$ cat src/rtl/gost89_cfb_encrypt.sv
// ============================================================================
// Module      : gost89_cfb_encrypt
// Description : GOST 28147-89 CFB encryptor, one 64-bit block per request,
//               iterative core running one Feistel round per clock.
// Revision    : 1.0 - initial release
// ============================================================================
`default_nettype none

module gost89_cfb_encrypt #(
    parameter logic [511:0] SBOX = 512'h4a92d80e6b1c7f53eb4c6dfa23810759581da342efc7609b7da1089fe46cb2536c715fd84a9e03b24ba0721d36859cfedb413f590ae7682c1fd057a4923e6b8c
) (
    input  logic         clk,
    input  logic         reset_n,
    input  logic         load_data,
    input  logic         load_IV,
    input  logic [255:0] key,
    input  logic [63:0]  in,
    input  logic [63:0]  IV,
    output logic [63:0]  out,
    output logic         out_valid,
    output logic         busy
);

    typedef enum logic [0:0] {
        S_IDLE = 1'b0,
        S_RUN  = 1'b1
    } state_t;

    state_t      state_q;
    logic [5:0]  cnt_q;
    logic [31:0] n1_q;
    logic [31:0] n2_q;
    logic [63:0] in_q;
    logic [63:0] fb_q;
    logic [63:0] out_q;
    logic        out_valid_q;

    logic [2:0]  w_kidx;
    logic [7:0]  w_kbase;
    logic [31:0] w_kword;
    logic [31:0] w_sum;
    logic [31:0] w_sub;
    logic [31:0] w_rol;
    logic [31:0] n1_d;
    logic [31:0] n2_d;
    logic [63:0] w_cipher;

    // Rounds 24..31 walk the key words backwards: 31-r == ~r[2:0] there.
    assign w_kidx  = (cnt_q[4:3] == 2'b11) ? ~cnt_q[2:0] : cnt_q[2:0];
    assign w_kbase = {3'd7 - w_kidx, 5'd0};
    assign w_kword = key[w_kbase +: 32];
    assign w_sum   = n1_q + w_kword;

    for (genvar gi = 0; gi < 8; gi++) begin : g_sbox
        assign w_sub[4*gi +: 4] = SBOX[{3'(gi), w_sum[4*gi +: 4], 2'b00} +: 4];
    end

    assign w_rol    = {w_sub[20:0], w_sub[31:21]};
    assign n1_d     = n2_q ^ w_rol;
    assign n2_d     = n1_q;
    assign w_cipher = in_q ^ {n2_d, n1_d};

    always_ff @(posedge clk or negedge reset_n) begin
        if (!reset_n) begin
            state_q     <= S_IDLE;
            cnt_q       <= 6'd0;
            n1_q        <= 32'd0;
            n2_q        <= 32'd0;
            in_q        <= 64'd0;
            fb_q        <= 64'd0;
            out_q       <= 64'd0;
            out_valid_q <= 1'b0;
        end else begin
            out_valid_q <= 1'b0;
            case (state_q)
                S_IDLE: begin
                    if (load_data) begin
                        in_q         <= in;
                        {n1_q, n2_q} <= load_IV ? IV : fb_q;
                        cnt_q        <= 6'd0;
                        state_q      <= S_RUN;
                    end
                end
                S_RUN: begin
                    n1_q  <= n1_d;
                    n2_q  <= n2_d;
                    cnt_q <= cnt_q + 6'd1;
                    if (cnt_q == 6'd31) begin
                        out_q       <= w_cipher;
                        fb_q        <= w_cipher;
                        out_valid_q <= 1'b1;
                        state_q     <= S_IDLE;
                    end
                end
                default: state_q <= S_IDLE;
            endcase
        end
    end

    assign out       = out_q;
    assign out_valid = out_valid_q;
    assign busy      = (state_q == S_RUN);

endmodule

`default_nettype wire

$ cat config.mk
export PLATFORM = sky130hd
export DESIGN_NAME = gost89_cfb_encrypt
export DESIGN_NICKNAME = d
export VERILOG_FILES = /design/src/rtl/gost89_cfb_encrypt.sv
export SDC_FILE = /design/constraint.sdc
export NUM_CORES = 1
export LEC_CHECK = 0
export CORE_ASPECT_RATIO = 0.5
export CORE_MARGIN = 2
export CORE_UTILIZATION = 44
export DETAILED_ROUTE_END_ITERATION = 10
export PLACE_DENSITY = 0.78
export SLEW_MARGIN = 5
export SYNTH_ARGS = -nofsm -noshare
export SYNTH_HDL_FRONTEND = slang
export SYNTH_SLANG_ARGS = --single-unit
$ cat constraint.sdc
create_clock -name clk -period 6.29 [get_ports clk]
set_input_delay 0.629 -clock clk [delete_from_list [all_inputs] [get_ports clk]]
set_output_delay 0.629 -clock clk [all_outputs]
set_load 0.01 [all_outputs]
# Word-level counts from Yosys, hierarchy flattened
# Cells that the tools add are included.
# op_classes
n_addsub,3
eq_ne,3
n_reduce_logical,2
n_shift,9
n_bitwise,4
muxes,13
# ops
op,count
512-bit by 10-bit variable part select with 4-bit output (first input constant),4
512-bit by 9-bit variable part select with 4-bit output (first input constant),2
512-bit by 7-bit variable part select with 4-bit output (first input constant),1
512-bit by 8-bit variable part select with 4-bit output (first input constant),1
256-bit by 9-bit variable part select with 32-bit output,1
32-bit case mux with 2 select lines,2
32-bit two-way mux,2
64-bit two-way mux,1
64-bit bitwise XOR,1
32-bit adder,1
32-bit bitwise XOR,1
6-bit case mux with 2 select lines,1
6-bit by 1-bit adder with 6-bit output (second input constant),1
6-bit by 5-bit == test with 1-bit output (second input constant),1
6-bit two-way mux,1
1-bit two-way mux,4
2-bit AND reduction,2
3-bit two-way mux,1
3-bit NOT,1
3-bit subtractor (first input constant),1
2-bit == test (second input constant),1
2-bit inequality test (second input constant),1
1-bit case mux with 2 select lines,1
1-bit NOT,1
# totals
output_inout_bits,66
ff_bits,200
wordCells,41

# Logic depth before layout (Yosys ltp)
# depth
word_depth,8
depth_mapped,25

# Least setup slack after synthesis
# OpenSTA, ideal clock, no wires.
# synth_timing
path_type,register to register
start,reg cnt_q[4]
end,reg out_q[10] (netlist: out[10])
setup_slack_ps,-50
setup_time_ps,132
synth_period_minus_slack_ps,6340
path_stages_with_launch,25
arrival_ps,6209
cell_sequence,dfrtp_1 > nand2_1 > xor2_1 > clkbuf_1 > mux4_2 > mux2_2 > ha_1 > fa_1 > a21o_1 > a31o_1 > and4_1 > o21ai_1 > a21o_1 > and2_1 > o21ai_0 > a21o_1 > a21o_1 > a21oi_1 > xnor2_1 > ha_1 > mux2i_1 > xor2_1 > a211o_1 > a22oi_1 > o21ai_1
# synth_via
elab_chain_cells,8
elab_cells_between_ends,10
# synth_lines
item,line_no,rtl
"start, declared",30,logic [5:0] cnt_q;
"start signal, assigned",87,cnt_q <= cnt_q + 6'd1;
2-bit == test,49,assign w_kidx = (cnt_q[4:3] == 2'b11) ? ~cnt_q[2:0] : cnt_q[2:0];
3-bit two-way mux,49,
3-bit subtractor,50,"assign w_kbase = {3'd7 - w_kidx, 5'd0};"
256-bit by 9-bit variable part select with 32-bit output,51,assign w_kword = key[w_kbase +: 32];
32-bit adder,52,assign w_sum = n1_q + w_kword;
512-bit by 10-bit variable part select with 4-bit output,55,"assign w_sub[4*gi +: 4] = SBOX[{3'(gi), w_sum[4*gi +: 4], 2'b00} +: 4];"
32-bit bitwise XOR,59,assign n1_d = n2_q ^ w_rol;
64-bit bitwise XOR,61,"assign w_cipher = in_q ^ {n2_d, n1_d};"
"end signal, assigned",89,out_q <= w_cipher;
"end, declared",35,logic [63:0] out_q;
# Parallel ways exist; a longest one is shown, timed or not.
# A chain may end at the register's enable or synchronous reset.

# Worst setup path in the final report
# Ends and elaborated chain as after synthesis.

==> out/qor.csv <==
metric,value,unit
crit share post-route,94.7,%
largest area contributor in the netlist,dfrtp_1,
post-place setup slack,-0.00459,ns
Bufs on Longest Clock Path,2,
share of cells above drive strength 1,10.1,%
num rows,47,
Syn Nets,2109,
Hold Crit Class,input port to asynchronous set/reset pin,
FF-to-FF path depth,24,
total grt overflow,0,
"Distinct cells, synth",86,
minimum clock period,5.96,ns
r2r endpoint,out[10]$_DFFE_PN0P_,
PortBufs,453,
Worst slew margin,36.9,%
"Cell Area, Placed",20200,sq um
"Cell Area, Synth",15200,sq um
Root Driver,clkbuf_16,
global-route wire length before repair,80.5,mm
chip height,135,um
CP Data Arrival Time,6.25,ns
"Req. time, crit path",6.58,ns
htree depth,4,
Setup-failing EPs final,0,
via count of the first global-routing pass,13713,
CP Capture Point,out[10]$_DFFE_PN0P_,
Antenna Nets Post-Route,0,
measured slew at the worst slew-check pin,0.939,ns
synthesized instance count,1640,
syn_area_per_cell,9.24,sq um
core area,33500,sq um
# DRC,0,
CP Capture Type,register,
Clock Sinks,200,
crit-path max FO,6,
Max-Cap Viols,0,
Worst Setup SP,cnt_q[4]$_DFFE_PN0P_,
drt wl/cell,21.3,um
critical path launch point type,register,
CTS tree,done,
fin. max-slew vios,0,
Initial Util,45.3,%
CTS buffer count,17,
Crit Reg-Reg Startpoint,cnt_q[4]$_DFFE_PN0P_,
RSZ-0062 raised after global routing,false,
GP Congestion,0.965,
clock skew,0.0149,ns
share of the synthesized area in the top cell type,33.0,%
die area,36000,sq um
GRT Total Usage,29.6,%
"Hold Vio Cnt, Final",0,
Die X,266,um
status,completed,
number of synthesized flops with an enable pin,0,
Vias,13906,
synth warn,0,
initial drt markers,1245,
drt pass-1 iters,5,
initial antenna violation count,5,
most common cell in the netlist,nand2_1,
most used flip-flop cell after synthesis,dfrtp_1,
Synth area leaders,"dfrtp_1, nand2_1, mux4_2, ha_1, mux2i_1",
Clock Latency Late Sink,0.45,ns
R2R Setup Slk,0.33,ns
fmax,0.168,GHz
Synth top cells by count,"nand2_1, dfrtp_1, o21ai_0, mux2i_1, xnor2_1",
I/O pin count,454,
Routed WL,53.4,mm
fin nets,2520,
via/cell ratio,5.54,
"FFs w/ async S/R, synth",100,%
#FFs+latches synth,200,
area grow syn2layout,37.8,%
largest net degree at the start of global routing,93,
"CTS clk-pin slew, worst paths",0.08,ns
Final Cell Area,20900,sq um
dpl hpwl,42.3,mm
sequential area share after synthesis,33.0,%
Worst Slack Setup Final,0.335,ns
CP Class,register to register,
-- flip-flops by register name, indices dropped and copies added (netlist names) --
register / count
out: 64
cnt_q: 6
n2_q: 32
in_q: 64
n1_q: 32
busy: 1
out_valid: 1
-- critical path: stages (launching register included) --
cell	delay (ns)
dfrtp_1	0.42
nand2_2	0.16
xor2_4	0.18
buf_12	0.15
mux4_2	0.52
mux2_2	0.30
ha_1	0.26
fa_1	0.46
a21o_1	0.23
a31o_1	0.25
and4_1	0.25
o21ai_1	0.16
a21o_1	0.17
and2_4	0.17
o21ai_0	0.08
a21o_1	0.21
a21o_1	0.18
a21oi_2	0.23
xnor2_2	0.12
ha_1	0.35
mux2i_2	0.30
xor2_1	0.12
a211o_1	0.30
a22oi_1	0.12
o21ai_1	0.10
-- logic make-up (layout without fill, tap and decap cells) --
logic type | Yosys count | after routing | synth area share [%]
AOI/OAI and AO/OA | 348 | 348 | 13.8
xor gates and xnor gates | 136 | 136 | 8.53
adders and majority gates | 81 | 81 | 6.74
buffers and inverters | 131 | 554 | 3.56
DFF | 200 | 200 | 33.0
muxes | 207 | 207 | 19.9
other | 0 | 5 | 0
and+or+nand+nor | 537 | 537 | 14.5
-- timing repair --
item	CTS	global route
hold buffers	0	0
endpoints found under the setup margin	0	13
gates resized for setup	0	8
endpoints found under the hold margin	0	0
setup buffers	0	2
-- stage by stage --
stage               utilization, %  hold slack [ns]  cells  setup TNS (ns)
finish                        62.4            0.180   2509               0
detailed placement            60.3            0.484   2471        -0.00459
global placement              60.3            0.478   2471               0
CTS                           62.2            0.197   2502               0
global route                  62.4            0.221   2507               0
floorplan                        -            0.333   1640               0
-- final cells by class --
| class | count | area [sq um] |
|---|---|---|
| sequential | 200 | 5010 |
| clock buffer | 18 | 439 |
| fill | 2797 | 12600 |
| inverter | 35 | 131 |
| antenna | 5 | 12.5 |
| multi-input combinational | 1309 | 9720 |
| tap | 441 | 552 |
| timing repair buffer | 488 | 4840 |
| clock inverter | 13 | 186 |
-- per-layer routing --
layer	track usage, %	part of all wire, %	routed length, um	vias up
met4	6.99	1.5	778	2
met5	0	0.021	11	-
li1	-	-	-	6568
met1	42.0	45	24300	6837
met3	6.32	6.9	3690	49
met2	46.5	46	24700	450
-- how the worst min path moves through the flow --
stage | start | to | slack [ns] | cells after the start
final | reset_n | out[30]$_DFFE_PN0P_ | 0.18 | 1
after floorplan | reset_n | busy$_DFF_PN0_ | 0.33 | 0
after global routing | reset_n | out[30]$_DFFE_PN0P_ | 0.22 | 1
after global placement | in_q[26]$_DFFE_PN0P_ | in_q[26]$_DFFE_PN0P_ | 0.48 | 2
after CTS | reset_n | out[30]$_DFFE_PN0P_ | 0.20 | 1
after detailed placement | in_q[57]$_DFFE_PN0P_ | in_q[57]$_DFFE_PN0P_ | 0.48 | 2
-- cell usage in the layout, fill, tap and decap left out, types with 8 or more instances in the layout --
cell	n
inv_1	35
nand3_1	15
a21o_1	9
nand2_1	410
nor2_1	47
ha_1	80
buf_4	32
a21oi_1	52
xor2_1	28
clkdlybuf4s50_1	450
o21ai_0	180
xnor2_1	96
o21ai_1	32
clkbuf_16	17
mux2i_1	95
mux4_2	67
o211ai_1	8
nand2b_1	8
mux2_2	37
nor3_1	13
dfrtp_1	199
Power is not shown: default switching activity piles up to over one toggle a cycle in this logic, so the estimate is an artifact.
==> RTL change (same flow settings) <==
Register the input `in` before use. The logic sees it one clock later. The other inputs are not delayed to match.
--- a/src/rtl/gost89_cfb_encrypt.sv
+++ b/src/rtl/gost89_cfb_encrypt.sv
@@ -25,6 +25,12 @@
         S_IDLE = 1'b0,
         S_RUN  = 1'b1
     } state_t;
+
+    logic [63:0] in_r;
+
+    always_ff @(posedge clk) begin
+        in_r <= in;
+    end
 
     state_t      state_q;
     logic [5:0]  cnt_q;
@@ -75,7 +81,7 @@
             case (state_q)
                 S_IDLE: begin
                     if (load_data) begin
-                        in_q         <= in;
+                        in_q         <= in_r;
                         {n1_q, n2_q} <= load_IV ? IV : fb_q;
                         cnt_q        <= 6'd0;
                         state_q      <= S_RUN;
Behaviour: same outputs for any inputs over 4 cycles, from zero or initial values and one cycle with reset_n low; that may be too few to reach the edited logic, so the function may still have changed.
==> RTL change against the unedited design <==
Maximum frequency increased by 1.6%. Synthesized cell count increased by 1.2%. Sequential share of layout area increased by 4.6 points. Core utilization decreased by 1.3 points. Synthesized area increased by 6.3%. Final area increased by 5.2%. Worst setup slack improved by 95 ps. Sequential cell count increased by 64. Wire length decreased by 2.0%. Clock skew increased by 18 ps. Critical path type unchanged. Critical endpoint is now out[9]$_DFFE_PN0P_. Largest cell class unchanged.
Power is not shown: default switching activity piles up to over one toggle a cycle in this logic, so the estimate is an artifact.
==> RTL change: results (changes against the unedited design) <==
[status]
outcome=completed

[global_route]
grt_max_degree=122  ; +31%
grt_pass1_wl_mm=80.3  ; -0.21%
grt_antenna_before_repair=4  ; -1
track_usage_pct=27.2  ; -2.4 points

[routing]
detail_route.first_pass.iterations=7  ; +2
wire_per_inst_um=20.3  ; -4.4%
vias=13954  ; +0.35%
dr.first_iter.drc_count=1360  ; +9.2%

[cts]
cts-resized-gates=0  ; unchanged
htree_levels=1  ; -3
cts_buffers=25  ; +8
cts.path.max_buffers=3  ; +1
clock_latency_ps=560  ; +110 ps
holdBufCountCts=0  ; unchanged

[timing]
skew_ps=33.0  ; +18.1 ps
slew_headroom_pct=30.1  ; -6.8 points

[logic_synthesis]
ys_top_cells_by_area=dfrtp_1, mux4_2, nand2_1
seq_area_frac_synth_pct=39.0  ; +6.0 points
synth_async_sr_flop_share_pct=75.8  ; -24 points
dominantRegCellSynth=dfrtp_1
synth_cell_types=64  ; -26%
syn_nets=2129  ; +0.95%
synth_common_cells=nand2_1, o21ai_0, dfrtp_1

[finish]
drive_gt1_share_pct=9.83  ; -0.30 points
nets=2535  ; +0.60%

[place]
placed_area_sq_um=21100  ; +4.7%
dp_hpwl_mm=40.4  ; -4.5%
routabilityCongestion=0.913  ; -5.4%

[worst_setup_path]
crit_fanout=19  ; +13
cp-startpoint=cnt_q[4]$_DFFE_PN0P_

RTL change: cell types whose count changed in the layout (fill, tap and decap cells not counted), sizes merged, moves of 7 or more:
cell	delta
clkbuf	+16
mux2i	-7
dfxtp	+64
nand3	-7
inv	+8
o21bai	+8
buf	-16
RTL change: final cells by class:
| type | count | area (sq um) |
|---|---|---|
| Antenna cell | 3 | 7.51 |
| Clock buffer | 33 | 686 |
| Clock inverter | 13 | 115 |
| Fill cell | 2949 | 14000 |
| Inverter | 47 | 176 |
| Multi-Input combinational cell | 1255 | 9390 |
| Sequential cell | 264 | 6290 |
| Tap cell | 484 | 606 |
| Timing Repair Buffer | 473 | 4720 |
RTL change: worst paths after layout:
check,endpoint,slack (ps),depth (start not counted)
setup reg to reg,out[9]$_DFFE_PN0P_,430,20
hold reg to reg,in_q[40]$_DFFE_PN0P_,410,2
max in group asynchronous,out[0]$_DFFE_PN0P_,4540,2
hold / removal,n2_q[14]$_DFFE_PN0P_,180,1
setup / recovery,out[9]$_DFFE_PN0P_,430,20
min in group clk,in_q[40]$_DFFE_PN0P_,410,2
RTL change: cells by family (layout without fill, tap and decap cells):
group / after synthesis / count (layout) / synth area share (%)
and+or+nand+nor: 509 / 509 / 12.8
AOI/OAI and AO/OA: 321 / 321 / 11.2
DFF: 264 / 264 / 39.0
muxes: 205 / 205 / 19.0
buffers and inverters: 141 / 566 / 3.52
xor gates and xnor gates: 139 / 139 / 8.10
adders and majority gates: 81 / 81 / 6.33
other: 0 / 3 / 0
RTL change: stage by stage:
| step | utilization (%) | hold WS, ps | std cells | setup slack [ps] |
|---|---|---|---|---|
| 5_1_grt | 61.1 | 278 | 2571 | -23.9 |
| 6_report | 61.1 | 181 | 2572 | 430 |
| 3_5_place_dp | 58.7 | 403 | 2523 | 200 |
| 3_3_place_gp | 58.7 | 400 | 2523 | 360 |
| 4_1_cts | 60.9 | 255 | 2569 | 205 |
| 2_1_floorplan | - | 333 | 1660 | 204 |
RTL change: routing by layer:
layer / vias to the layer above / track usage, % / wire (um)
met5: - / 0 / 10
met4: 2 / 8.12 / 1450
met3: 80 / 3.81 / 3270
met2: 440 / 43.0 / 24500
met1: 6882 / 38.7 / 23100
li1: 6550 / - / -
